File: src/rtl/count_snapshot_pkg.sv
// Shared constants for the count snapshot FIFO: entry tag encodings and default widths.
package count_snapshot_pkg;

  localparam int TAG_WIDTH = 2;

  localparam logic [TAG_WIDTH-1:0] TAG_CAPTURE = 2'b01;
  localparam logic [TAG_WIDTH-1:0] TAG_WRAP    = 2'b10;
  localparam logic [TAG_WIDTH-1:0] TAG_BOTH    = 2'b11;

  localparam int DROP_CNT_WIDTH_DEFAULT = 8;

endpackage

File: src/rtl/count_snapshot_ram.sv
// Register-array storage for the snapshot FIFO: synchronous write, asynchronous read.
module count_snapshot_ram
  import count_snapshot_pkg::*;
#(
  parameter int DEPTH  = 4,
  parameter int WIDTH  = 8 + TAG_WIDTH,
  parameter int ADDR_W = 2
) (
  input  logic              clk,
  input  logic              wr_en,
  input  logic [ADDR_W-1:0] wr_addr,
  input  logic [WIDTH-1:0]  wr_data,
  input  logic [ADDR_W-1:0] rd_addr,
  output logic [WIDTH-1:0]  rd_data
);

  logic [WIDTH-1:0] mem [DEPTH];

  always_ff @(posedge clk) begin
    if (wr_en) begin
      mem[wr_addr] <= wr_data;
    end
  end

  assign rd_data = mem[rd_addr];

endmodule

File: src/rtl/count_snapshot_fifo.sv
// Captures counter snapshots on capture/wrap events into a FWFT valid/ready FIFO.
// Define COUNT_SNAPSHOT_DROP_OLDEST_EN to overwrite the oldest entry on overflow.
module count_snapshot_fifo
  import count_snapshot_pkg::*;
#(
  parameter int DATA_WIDTH     = 8,
  parameter int DEPTH          = 4,
  parameter int DROP_CNT_WIDTH = DROP_CNT_WIDTH_DEFAULT
) (
  input  logic                           clk,
  input  logic                           clear,
  input  logic [DATA_WIDTH-1:0]          qd,
  input  logic                           qd_c,
  input  logic                           capture,
  input  logic                           arm,
  output logic [DATA_WIDTH+TAG_WIDTH-1:0] m_tdata,
  output logic                           m_tvalid,
  input  logic                           m_tready,
  output logic [$clog2(DEPTH+1)-1:0]     level,
  output logic [DROP_CNT_WIDTH-1:0]      drop_cnt
);

  localparam int PTR_W   = (DEPTH > 1) ? $clog2(DEPTH) : 1;
  localparam int LVL_W   = $clog2(DEPTH + 1);
  localparam int ENTRY_W = DATA_WIDTH + TAG_WIDTH;

  logic                      qd_c_q_reg;
  logic [PTR_W-1:0]          rd_ptr_reg, rd_ptr_next;
  logic [PTR_W-1:0]          wr_ptr_reg, wr_ptr_next;
  logic [LVL_W-1:0]          level_reg, level_next;
  logic [DROP_CNT_WIDTH-1:0] drop_cnt_reg, drop_cnt_next;
  logic [ENTRY_W-1:0]        data_reg, data_next;

  logic                      wrap, evt, full, pop;
  logic                      wr_en, rd_adv, drop;
  logic [TAG_WIDTH-1:0]      tag;
  logic [ENTRY_W-1:0]        entry;
  logic [ENTRY_W-1:0]        ram_rd_data;

  assign m_tvalid = (level_reg != '0);
  assign m_tdata  = data_reg;
  assign level    = level_reg;
  assign drop_cnt = drop_cnt_reg;

  always_comb begin
    wrap  = qd_c & ~qd_c_q_reg;
    evt   = arm & (capture | wrap);
    if (capture && wrap) begin
      tag = TAG_BOTH;
    end else if (wrap) begin
      tag = TAG_WRAP;
    end else begin
      tag = TAG_CAPTURE;
    end
    entry = {tag, qd};
    full  = (level_reg == LVL_W'(DEPTH));
    pop   = m_tvalid & m_tready;

`ifdef COUNT_SNAPSHOT_DROP_OLDEST_EN
    // Overflow evicts the head: write into the full slot and advance both pointers.
    wr_en  = evt;
    drop   = evt & full & ~pop;
    rd_adv = pop | drop;
`else
    wr_en  = evt & (~full | pop);
    drop   = evt & full & ~pop;
    rd_adv = pop;
`endif

    wr_ptr_next = wr_en  ? wr_ptr_reg + PTR_W'(1) : wr_ptr_reg;
    rd_ptr_next = rd_adv ? rd_ptr_reg + PTR_W'(1) : rd_ptr_reg;

    level_next = level_reg;
    if (wr_en && !rd_adv) begin
      level_next = level_reg + LVL_W'(1);
    end else if (rd_adv && !wr_en) begin
      level_next = level_reg - LVL_W'(1);
    end

    drop_cnt_next = drop_cnt_reg;
    if (drop && (drop_cnt_reg != '1)) begin
      drop_cnt_next = drop_cnt_reg + DROP_CNT_WIDTH'(1);
    end

    // Registered head: take the entry being written when it lands in the next head slot.
    data_next = data_reg;
    if (level_next != '0) begin
      if (wr_en && (wr_ptr_reg == rd_ptr_next)) begin
        data_next = entry;
      end else begin
        data_next = ram_rd_data;
      end
    end
  end

  count_snapshot_ram #(
    .DEPTH (DEPTH),
    .WIDTH (ENTRY_W),
    .ADDR_W(PTR_W)
  ) u_ram (
    .clk    (clk),
    .wr_en  (wr_en),
    .wr_addr(wr_ptr_reg),
    .wr_data(entry),
    .rd_addr(rd_ptr_next),
    .rd_data(ram_rd_data)
  );

  always_ff @(posedge clk) begin
    if (clear) begin
      qd_c_q_reg   <= 1'b1;
      rd_ptr_reg   <= '0;
      wr_ptr_reg   <= '0;
      level_reg    <= '0;
      drop_cnt_reg <= '0;
      data_reg     <= '0;
    end else begin
      qd_c_q_reg   <= qd_c;
      rd_ptr_reg   <= rd_ptr_next;
      wr_ptr_reg   <= wr_ptr_next;
      level_reg    <= level_next;
      drop_cnt_reg <= drop_cnt_next;
      data_reg     <= data_next;
    end
  end

endmodule
File: config.mk
export PLATFORM = sky130hd
export DESIGN_NAME = count_snapshot_fifo
export DESIGN_NICKNAME = d
export VERILOG_FILES = /design/src/rtl/count_snapshot_pkg.sv /design/src/rtl/count_snapshot_ram.sv /design/src/rtl/count_snapshot_fifo.sv
export SDC_FILE = /design/constraint.sdc
export NUM_CORES = 1
export LEC_CHECK = 0
export BUFFER_PORTS_ARGS = -buffer_cell sky130_fd_sc_hd__buf_2
export CORE_UTILIZATION = 25
export CTS_BUF_LIST = sky130_fd_sc_hd__clkbuf_4 sky130_fd_sc_hd__clkbuf_8 sky130_fd_sc_hd__clkbuf_16
export CTS_CLUSTER_DIAMETER = 60
export CTS_CLUSTER_SIZE = 28
export DETAILED_ROUTE_END_ITERATION = 7
export MAX_ROUTING_LAYER = met4
export PLACE_DENSITY = 0.46
export RECOVER_POWER = 25
export SLEW_MARGIN = 30
export SYNTH_ARGS = -nofsm -noshare
export SYNTH_HDL_FRONTEND = slang
export SYNTH_SLANG_ARGS = --single-unit
File: constraint.sdc
create_clock -name clk -period 3.19 [get_ports clk]
set_input_delay 0.1595 -clock clk [delete_from_list [all_inputs] [get_ports clk]]
set_output_delay 0.1595 -clock clk [all_outputs]
set_load 0.005 [all_outputs]
### After elaboration in Yosys (flattened, before gate mapping)

Memories as Yosys holds them, arrays and structs flattened. A register that Yosys moved wholly into a read port is not among the register bits.
Cells that the tools add are included.

* memories kept: 1
* output and inout bits: 22
* register bits after elaboration: 16
* RAM bits: 40

Memories
* u_ram.mem: words 4, width 10, read ports 1, clocked after memory_dff 1, wr ports 1, line count_snapshot_ram.sv:17 `logic [WIDTH-1:0] mem [DEPTH];`

* reduce and logical (&&, ||, !) cells: 8
* multiplexer cells: 7
* equal/unequal tests: 2
* bitwise gates (word level): 11
* $add $sub $neg: 5

Operator list (number)
* $add 8x1->8 const B: 1
* $ne 8x8->1 const B: 1
* $and 1x1->1: 6
* $mux 2: 3
* $mux 3: 2
* $reduce_bool 3->1: 2
* $add 2x1->2 const B: 2
* $logic_and 1x1->1: 4
* $add 3x1->3 const B: 1
* $eq 3x3->1 const B: 1
* $not 1->1: 3
* $sub 3x1->3 const B: 1
* $logic_not 1->1: 2
* $mux 1: 2
* $or 1x1->1: 2

### Longest topological paths before layout

* depth in word-level cells: 10
* gate-level depth with buffers: 10
* depth with buffers taken out: 9

### Hierarchy

A second synthesis with hierarchy kept.

* cell total of the unflattened synthesis: 209
* area total of the unflattened synthesis: 2900.3 um^2

Modules (own cells, without submodules)
* count_snapshot_ram: area each 1473.9 um^2, instances 1, cells each 56, sequential area each 1201.2 um^2
* count_snapshot_fifo: area each 1426.4 um^2, instances 1, cells each 153, sequential area each 520.5 um^2

### Worst setup path before layout

No wires, ideal clock.

* path kind: register to register
* start point: reg level_reg[0] (netlist: level[0])
* end point: reg data_reg[0] (netlist: m_tdata[0]), read port of u_ram.mem
* path slack: 0.910 ns
* period minus slack after synthesis: 2.280 ns
* path buffers: 1
* cell stages (with the launch flop): 10
* arrival time: 2.156 ns
* cell sequence: dfxtp_1 -> inv_1 -> ha_1 -> nor2b_2 -> or3_4 -> and2_4 -> buf_12 -> mux4_2 -> mux2i_1 -> a21oi_1

* longest elaborated chain between the ends: 9

RTL lines
* start: declaration: line count_snapshot_fifo.sv:30 `logic [LVL_W-1:0] level_reg, level_next;`
* start signal: assignment: line count_snapshot_fifo.sv:121 `level_reg <= level_next;`
* $reduce_bool 3->1 / $eq 3x3->1 (equally long branches): line count_snapshot_fifo.sv:40, count_snapshot_fifo.sv:56
* $and 1x1->1 / $not 1->1 (equally long branches): line count_snapshot_fifo.sv:57, count_snapshot_fifo.sv:65
* $or 1x1->1: line count_snapshot_fifo.sv:65 `wr_en = evt & (~full | pop);`
* $and 1x1->1: line count_snapshot_fifo.sv:65
* $logic_not 1->1: line count_snapshot_fifo.sv:76 `end else if (rd_adv && !wr_en) begin`
* $logic_and 1x1->1: line count_snapshot_fifo.sv:76
* $mux 3: line count_snapshot_fifo.sv:76
* $mux 3: line count_snapshot_fifo.sv:74 `if (wr_en && !rd_adv) begin`
* $reduce_bool 3->1: line count_snapshot_fifo.sv:87 `if (level_next != '0) begin`
* end: declaration: line count_snapshot_fifo.sv:32 `logic [ENTRY_W-1:0] data_reg, data_next;`

Several ways; a longest one is shown, not always the timed one.
A chain may end at the register's enable or synchronous reset.

### Worst setup path after layout

* start point: reg level_reg[0] (netlist: level[0])
* end point: reg data_reg[2] (netlist: m_tdata[2]), read port of u_ram.mem

The elaborated chain is that of the path after synthesis.

==> flow_summary_export.csv <==
group,metric,value,unit
synth,ys_types,43,
layout,final_area,3510,um2
drt,drt-initial-drc-count,99,
synth,avgSynthCellArea,13.5,um2
power,leakagePower,1.36,nW
synth,yosysSeqAreaShare,0.597,
drt,antenna_left,0,
drt,drc,0,
clocking,clock_latency,330,ps
synth,yosys.area.top_type,"edfxtp_1",
timing,holdWs,26.8,ps
placement,placed_area,3200,um2
timing,slew_headroom,0.558,
setup_path,critPathKind,"flip-flop to flip-flop",
drt,wl_per_cell,15.3,um
setup_path,cp-start-kind,"flip-flop",
global_routing,overflow,0,
setup_path,arrival,2650,ps
layout,largest_reg_flops,40,
power,powerDensity,832,nW/um2
layout,fin_nets,275,
synth,synth.ff_latch_count,66,
setup_path,crit_path_start,"level[0]",
setup_path,critical_path.max_fanout,11,
clocking,cts_setup_buffers,0,
setup_path,critPathSlowestCell,"mux4_1",
clocking,htree_levels,3,
timing,fmax,410,MHz
flow_run,cap_viol_max_count,0,
layout,n_antenna_cell,0,
layout,ff_latch_area,1720,um2
placement,gp_congestion,0.763,
setup_path,crit_chain,"inv_1 > ha_1 > nor2b_2 > o21ai_0 > and2_4 > mux4_1 > mux2i_1 > a21oi_1",
timing,setup_viol,0,
synth,ys.flop_type,"edfxtp_1",
global_routing,grt_pass1_wl,9.68,mm
setup_path,cp_slowest_stage_delay,580,ps
layout,layout_common_cells,"40 x edfxtp_1, 27 x buf_2, 26 x dfxtp_1, 18 x nor2_1, 13 x a21oi_1",
drt,finalWirelength,6.07,mm
synth,yosys_warnings,0,
floorplanning,dieArea,12000,um2
drt,vias,1806,
synth,synth.cell_area,2880,um2
drt,vias_per_cell,4.54,
layout,fillers,1121,
setup_path,required,3400,ps
floorplanning,start_util,0.261,
min_path,hold_start,"qd_c",
layout,final_util,0.318,
floorplanning,die_height,109,um
synth,synthCells,213,
clocking,numCtsBuffers,9,
clocking,cts_max_path_buffers,2,
synth,synth_edf_count,40,
global_routing,grt_use_total,0.116,
timing,fin_skew,9.54,ps
placement,post-place-ws,734,ps
global_routing,grt_max_degree,17,
floorplanning,fp.coreArea,11000,um2
synth,async_flop_share,0,
clocking,hold_buffers,0,
layout,final_common_cell,"edfxtp_1",
setup_path,r2r_start,"level[0]",
clocking,cts_sinks,66,
timing,rsz0062_at_grt,"false",
timing,fin_ws,750,ps
timing,timing.final.crit_share,0.765,
clocking,path_clk_slew,60,ps
global_routing,grt_antenna_before_repair,0,
synth,synthTopCellsByArea,"edfxtp_1 42%, dfxtp_1 18%, mux4_2 7.0%, mux2i_1 4.2%, ha_1 3.5%",
timing,setup_tns,0,ps
floorplanning,pin_count,36,
clocking,cts_root_buf,"clkbuf_16",
power,vdd_drop_max,262,uV
timing,hold_violations,0,
floorplanning,die_w,109,um
timing,slew_violations,0,
setup_path,end_kind,"flip-flop",
layout,multi_input_area,1060,um2
synth,syn_nets,235,
layout,drive_gt1_frac,0.248,
clocking,cts_tree,"done",
global_routing,grt_pass1_vias,1757,
clocking,cts_resized,0,
floorplanning,rows,38,
run_status,status,"finished clean",
drt,drtPass1Iterations,4,
min_path,hold_class,"primary input to flip-flop",
placement,io_buffers,35,
synth,synth_top_area_share,0.416,
placement,dp_hpwl,3.92,mm
layout,areaGrowthSynthToFinish,21.7,%
timing,max_slew.worst_pin.slew,662,ps
timing,min_period,2440,ps
==> kinds of logic (layout without fill, tap and decap cells) <==
logic type	after synthesis	count (layout)	share of synthesized area
flops	66	66	0.597
simple gates	51	51	0.0902
compound gates	38	38	0.0898
mux	22	22	0.121
buf+inv	17	62	0.0338
xor+xnor	11	11	0.0334
fa+ha+maj	8	8	0.0347
==> routing by layer <==
layer,track usage,share of wire,wire (um)
met5,-,0,0
met4,0.0371,0.013,76
met3,0.0439,0.039,238
met2,0.171,0.47,2860
met1,0.146,0.48,2900
==> cell usage after synthesis, types with 3 or more instances <==
| cell type | count |
|---|---|
| nand2_1 | 8 |
| buf_2 | 3 |
| nor2_1 | 18 |
| and3_1 | 7 |
| xor2_1 | 6 |
| clkbuf_1 | 4 |
| xnor2_1 | 5 |
| o21ai_0 | 3 |
| ha_1 | 8 |
| edfxtp_1 | 40 |
| o31ai_1 | 10 |
| nand3_1 | 4 |
| a21oi_1 | 13 |
| nand4_1 | 3 |
| dfxtp_1 | 26 |
| mux2i_1 | 12 |
| o211ai_1 | 3 |
| inv_1 | 6 |
| mux4_2 | 9 |
==> worst max-delay path, delay by kind of cell (launching register included) <==
kind | cells | cell delay (ps)
AOI/OAI and AO/OA | 2 | 280
buffers and inverters | 1 | 90
adders and majority gates | 1 | 270
DFF | 1 | 420
and+or+nand+nor | 2 | 540
muxes | 2 | 730
==> path summary, 6_finish.rpt <==
check,slack (ps),cells past startpoint,end
setup / recovery,750,8,m_tdata[2]
hold / removal,30,2,qd_c_q_reg
setup reg to reg,750,8,m_tdata[2]
hold reg to reg,540,2,drop_cnt[5]
==> metrics by stage <==
| stage | instances | power, mW |
|---|---|---|
| finish | 398 | 2.92 |
| global route | 398 | 3.08 |
| CTS | 398 | 2.95 |
| detailed placement | 382 | 1.88 |
| global placement | 382 | 1.87 |
| floorplan | 213 | 1.66 |
==> final cells by class <==
type	count	area share
Inverter	7	0.00820
Clock inverter	7	0.0282
Timing Repair Buffer	39	0.0556
Tap cell	140	0.0499
Sequential cell	66	0.491
Clock buffer	9	0.0642
Multi-Input combinational cell	130	0.303
==> report_power, final <==
group	internal, mW	switching [mW]	total, mW
Clock	0.689	0.380	1.07
Sequential	0.998	0.0615	1.06
Combinational	0.366	0.424	0.790
Total	2.05	0.866	2.92
Note: power is estimated with default switching activity, not from simulation.
